<file path="src/rtl/run_detect_pkg.sv">
// Shared constants and helpers for the serial run detectors: default sizes,
// the RUN_LEN legality test and the run counter width.
package run_detect_pkg;

    localparam int RUN_LEN_DEFAULT = 3;
    localparam int CNT_W_DEFAULT   = 8;

    // A run of one bit is just a bit compare, so the shortest useful run is 2.
    function automatic bit run_len_legal(input int run_len);
        return run_len >= 2;
    endfunction

    function automatic int run_cnt_width(input int run_len);
        return (run_len < 2) ? 1 : $clog2(run_len);
    endfunction

endpackage

</file>
<file path="src/rtl/hit_counter.sv">
// Wrapping hit counter with a sticky overflow flag; clear has priority over
// a simultaneous increment. Reset is synchronous and active-low.
module hit_counter #(
    parameter int CNT_W = 8
) (
    input  logic             clk,
    input  logic             reset,
    input  logic             inc,
    input  logic             clear,
    output logic [CNT_W-1:0] hit_cnt,
    output logic             hit_ovf
);

    logic [CNT_W-1:0] cnt_q, cnt_d;
    logic             ovf_q, ovf_d;

    always_comb begin
        cnt_d = cnt_q;
        ovf_d = ovf_q;
        if (clear) begin
            cnt_d = '0;
            ovf_d = 1'b0;
        end else if (inc) begin
            cnt_d = cnt_q + CNT_W'(1);
            if (&cnt_q) begin
                ovf_d = 1'b1;
            end
        end
    end

    always_ff @(posedge clk) begin
        if (!reset) begin
            cnt_q <= '0;
            ovf_q <= 1'b0;
        end else begin
            cnt_q <= cnt_d;
            ovf_q <= ovf_d;
        end
    end

    assign hit_cnt = cnt_q;
    assign hit_ovf = ovf_q;

endmodule

</file>
<file path="src/rtl/run_length_detector.sv">
// Serial detector for RUN_LEN consecutive valid bits equal to target.
// Define RUN_DETECT_REG_OUT_EN to register detect (one cycle later).
module run_length_detector
    import run_detect_pkg::*;
#(
    parameter int RUN_LEN = RUN_LEN_DEFAULT,
    parameter int CNT_W   = CNT_W_DEFAULT
) (
    input  logic                                 clk,
    input  logic                                 reset,
    input  logic                                 din_valid,
    input  logic                                 din,
    input  logic                                 target,
    input  logic                                 overlap,
    input  logic                                 clear,
    output logic                                 detect,
    output logic [run_cnt_width(RUN_LEN)-1:0]    run_cnt,
    output logic [CNT_W-1:0]                     hit_cnt,
    output logic                                 hit_ovf
);

    localparam int RCW = run_cnt_width(RUN_LEN);
    localparam logic [RCW-1:0] LAST = RCW'(RUN_LEN - 1);

    generate
        if (!run_len_legal(RUN_LEN)) begin : g_bad_run_len
            $error("run_length_detector: RUN_LEN must be at least 2");
        end
    endgenerate

    logic [RCW-1:0] run_cnt_q, run_cnt_d;
    logic           match;
    logic           at_last;
    logic           complete;

    assign match    = din_valid && (din == target);
    assign at_last  = (run_cnt_q == LAST);
    assign complete = reset && match && at_last;

    // Invalid bits are bubbles: they neither extend nor break a run.
    always_comb begin
        run_cnt_d = run_cnt_q;
        if (din_valid) begin
            if (din != target) begin
                run_cnt_d = '0;
            end else if (!at_last) begin
                run_cnt_d = run_cnt_q + RCW'(1);
            end else if (!overlap) begin
                run_cnt_d = '0;
            end
        end
    end

    always_ff @(posedge clk) begin
        if (!reset) begin
            run_cnt_q <= '0;
        end else begin
            run_cnt_q <= run_cnt_d;
        end
    end

    assign run_cnt = run_cnt_q;

`ifdef RUN_DETECT_REG_OUT_EN
    logic detect_q, detect_d;

    always_comb begin
        detect_d = complete;
    end

    always_ff @(posedge clk) begin
        if (!reset) begin
            detect_q <= 1'b0;
        end else begin
            detect_q <= detect_d;
        end
    end

    assign detect = detect_q;
`else
    assign detect = complete;
`endif

    // Counting the completing bit directly keeps hit_cnt aligned with the
    // registered detect edge as well as the combinational one.
    hit_counter #(
        .CNT_W (CNT_W)
    ) u_hit_counter (
        .clk     (clk),
        .reset   (reset),
        .inc     (complete),
        .clear   (clear),
        .hit_cnt (hit_cnt),
        .hit_ovf (hit_ovf)
    );

endmodule

</file>
<file path="config.mk">
export PLATFORM = sky130hd
export DESIGN_NAME = run_length_detector
export DESIGN_NICKNAME = d
export VERILOG_FILES = /design/src/rtl/run_detect_pkg.sv /design/src/rtl/hit_counter.sv /design/src/rtl/run_length_detector.sv
export SDC_FILE = /design/constraint.sdc
export NUM_CORES = 1
export LEC_CHECK = 0
export CORE_MARGIN = 2
export CORE_UTILIZATION = 39
export CTS_CLUSTER_DIAMETER = 60
export DETAILED_ROUTE_END_ITERATION = 10
export GPL_TIMING_DRIVEN = 0
export PLACE_DENSITY = 0.78
export SKIP_LAST_GASP = 1
export SLEW_MARGIN = 20
export SYNTH_ARGS = -nofsm -noshare
export SYNTH_HDL_FRONTEND = slang
export SYNTH_SLANG_ARGS = --single-unit
</file>
<file path="constraint.sdc">
create_clock -name clk -period 1.35 [get_ports clk]
set_input_delay 0.27 -clock clk [delete_from_list [all_inputs] [get_ports clk]]
set_output_delay 0.27 -clock clk [all_outputs]
set_load 0.01 [all_outputs]
</file>
==> results.json <==
{
  "rsz0062_at_grt": "yes",
  "fin_area_um2": 898,
  "min_path_cells": 2,
  "outcome": "finished with violations",
  "drc_errors": 0,
  "vias": 628,
  "cp_data_arrival_time_ns": 1.63,
  "setup.worst_path.class": "reg -> reg",
  "yosysMostFrequentCell": "dfxtp_1",
  "via_per_inst": 5.56,
  "synth_seq_cells": 11,
  "yosys-top-cells-count": "dfxtp_1 (11), nand2_1 (7), nand2b_1 (6)",
  "hp-class": "in -> reg",
  "area_delta_synth_final_pct": 49.6,
  "violations": "setup timing",
  "grt_max_degree": 11,
  "synth_cell_type_count": 27,
  "synth-edff-count": 0,
  "fmax_mhz": 698,
  "powerDensity_nw_per_um2": 713,
  "syn_nets": 78,
  "cts_buffer_depth": 2,
  "fill_cells": 142,
  "grt_use_total_pct": 15.6,
  "fin_nets": 106,
  "wl_per_cell_um": 13.7,
  "r2r_end": "u_hit_counter.hit_cnt[4]",
  "power_mw": 0.641,
  "rows": 14,
  "dpl_worst_slack_ns": -0.729,
  "design.portCount": 19,
  "synth_top_area_cell": "dfxtp_1",
  "synthFlopType": "dfxtp_1",
  "core-area_um2": 1470,
  "async_reset_ff_share_pct": 0,
  "placed_cell_area_um2": 791,
  "final-max-slew-violation-count": 0,
  "period_share_pct": 106,
  "tritoncts": "built",
  "clkSinkCount": 11,
  "rr_startpoint": "run_cnt[0]",
  "p_leak_nw": 0.376,
  "diodes": 0,
  "syn_area_per_cell_um2": 8.58,
  "hold_end": "run_cnt[0]",
  "dp_cells": 103,
  "maxCapViolCount": 0,
  "fin_skew_ns": 0.000292,
  "cts_inserted_buffers": 3,
  "finalCriticalPeriod_ns": 1.43,
  "worst_pin_slew_ns": 0.381,
  "setup_ws_ns": -0.0817,
  "hold_violations": 0,
  "yosys.area.top_type_share_pct": 36.7,
  "io_buffers": 17,
  "grt_pass1_wl_mm": 2.17,
  "peakVddDrop_mv": 0.387,
  "path_clk_slew_ns": 0.07,
  "gp_congestion": 0.742,
  "ctsHoldBuffers": 0,
  "die_w_um": 43.2,
  "cp-end-kind": "register",
  "ys_warn_count": 0,
  "critPathLaunchType": "register",
  "die_y_um": 43.2,
  "holdWs_ns": 0.369,
  "drive_gt1_share_pct": 30.9,
  "dieArea_um2": 1870,
  "synth_area_leaders": "dfxtp_1 (37%), mux2i_1 (6.7%), nand2b_1 (6.3%)",
  "dr.pass1.iters": 4,
  "wirelength_mm": 1.55,
  "dp_hpwl_um": 982,
  "critPathMaxFanout": 7,
  "r2r_cells": 4,
  "grt_antenna_before_repair": 0,
  "initial_core_util_pct": 40.8,
  "relSlewSlack_pct": 74.4,
  "syn_inst": 70,
  "ys_seq_area_share_pct": 36.7,
  "cts.root.buffer_cell": "clkbuf_4",
  "grt_remaining_overflow": 0,
  "finalSetupViolCount": 2,
  "mappedNetlistArea_um2": 601,
  "worstHoldStart": "reset",
  "grt_pass1_vias": 501,
  "ant_nets": 0,
  "htreeDepth": 1,
  "final_cells": 113,
  "rrSetupSlack_ns": -0.08,
  "drt_iter0_markers": 5,
  "crit_required_ns": 1.54,
  "worstSkewPairLatency_ns": 0.26
}
==> layout make-up <==
cell class / count / area (um2) / area share (%)
multi-input combinational: 53 / 398 / 44.3
sequential: 11 / 234 / 26.0
timing repair buffer: 23 / 189 / 21.0
clock buffer: 4 / 26.3 / 2.92
buffer: 3 / 20.0 / 2.23
tap: 16 / 20.0 / 2.23
inverter: 3 / 11.3 / 1.25
==> power breakdown <==
part           internal, mW  switching, mW  leakage [nW]
logic                0.0434         0.0462         0.269
clock network         0.114          0.107        0.0150
registers             0.325        0.00509        0.0928
total                 0.483          0.158         0.376
==> what timing repair did <==
| action | CTS | global route |
|---|---|---|
| pin swaps | 1 | 2 |
| setup buffers | 1 | 5 |
| setup endpoints to repair | 19 | 7 |
| hold endpoints to repair | 0 | 0 |
| gates resized for setup | 27 | 16 |
==> sequential cells by signal, indices dropped and copies added (netlist names) <==
register and cells:
run_cnt 2, u_hit_counter.hit_cnt 8, u_hit_counter.hit_ovf 1
==> cells by family (layout without fill, tap and decap cells) <==
| group | after synthesis | count (layout) | share of synthesized area [%] |
|---|---|---|---|
| AND/OR/NAND/NOR | 34 | 34 | 35.6 |
| AO/OA/AOI/OAI | 12 | 12 | 11.9 |
| flip-flops | 11 | 11 | 36.7 |
| buffers and inverters | 6 | 33 | 4.16 |
| multiplexers | 4 | 4 | 6.67 |
| XOR/XNOR | 2 | 2 | 2.92 |
| adder cells (fa/ha/maj) | 1 | 1 | 2.08 |
==> cells in the final DEF, fill, tap and decap left out, drive strengths merged <==
cell and n:
a21boi 1, a21oi 4, and4b 1, buf 8, clkbuf 8, clkdlybuf4s50 2
dfxtp 11, dlygate4sd2 12, ha 1, inv 3, mux2i 4, nand2 7
nand2b 6, nand3 4, nand3b 1, nand4 4, nand4b 1, nor2 2
nor2b 2, nor4 3, o21ai 4, o31a 1, o31ai 2, or3 1
or4 2, xnor2 1, xor2 1
==> how the worst max path moves through the flow <==
stage / depth (start not counted) / startpoint / to
2_1_floorplan: 3 / run_cnt[1] / u_hit_counter.hit_cnt[7]
3_3_place_gp: 5 / din / detect
3_5_place_dp: 5 / din / detect
4_1_cts: 3 / run_cnt[0] / detect
5_1_grt: 3 / run_cnt[0] / detect
6_report: 4 / run_cnt[0] / u_hit_counter.hit_cnt[4]
==> worst max-delay path, cell delays in order, from the launching register on <==
cell and delay, ns:
dfxtp_4 0.36, nand4b_4 0.23, buf_6 0.17, or4_4 0.48, a21oi_2 0.12
==> metrics by stage <==
step / util, % / TNS, ns
after floorplan: - / 0
after global placement: 53.7 / -4.05
after detailed placement: 53.7 / -4.33
after CTS: 56.5 / -0.141
after global routing: 61.1 / -0.231
final: 61.1 / -0.122
==> metal layers <==
layer	part of all wire [%]	track usage, %	wire length [um]
met5	0	0	0
met3	3.7	2.55	58
met2	51	23.3	793
met4	0.65	9.09	10
met1	44	20.7	686
Power figures use the tool's default switching activity.
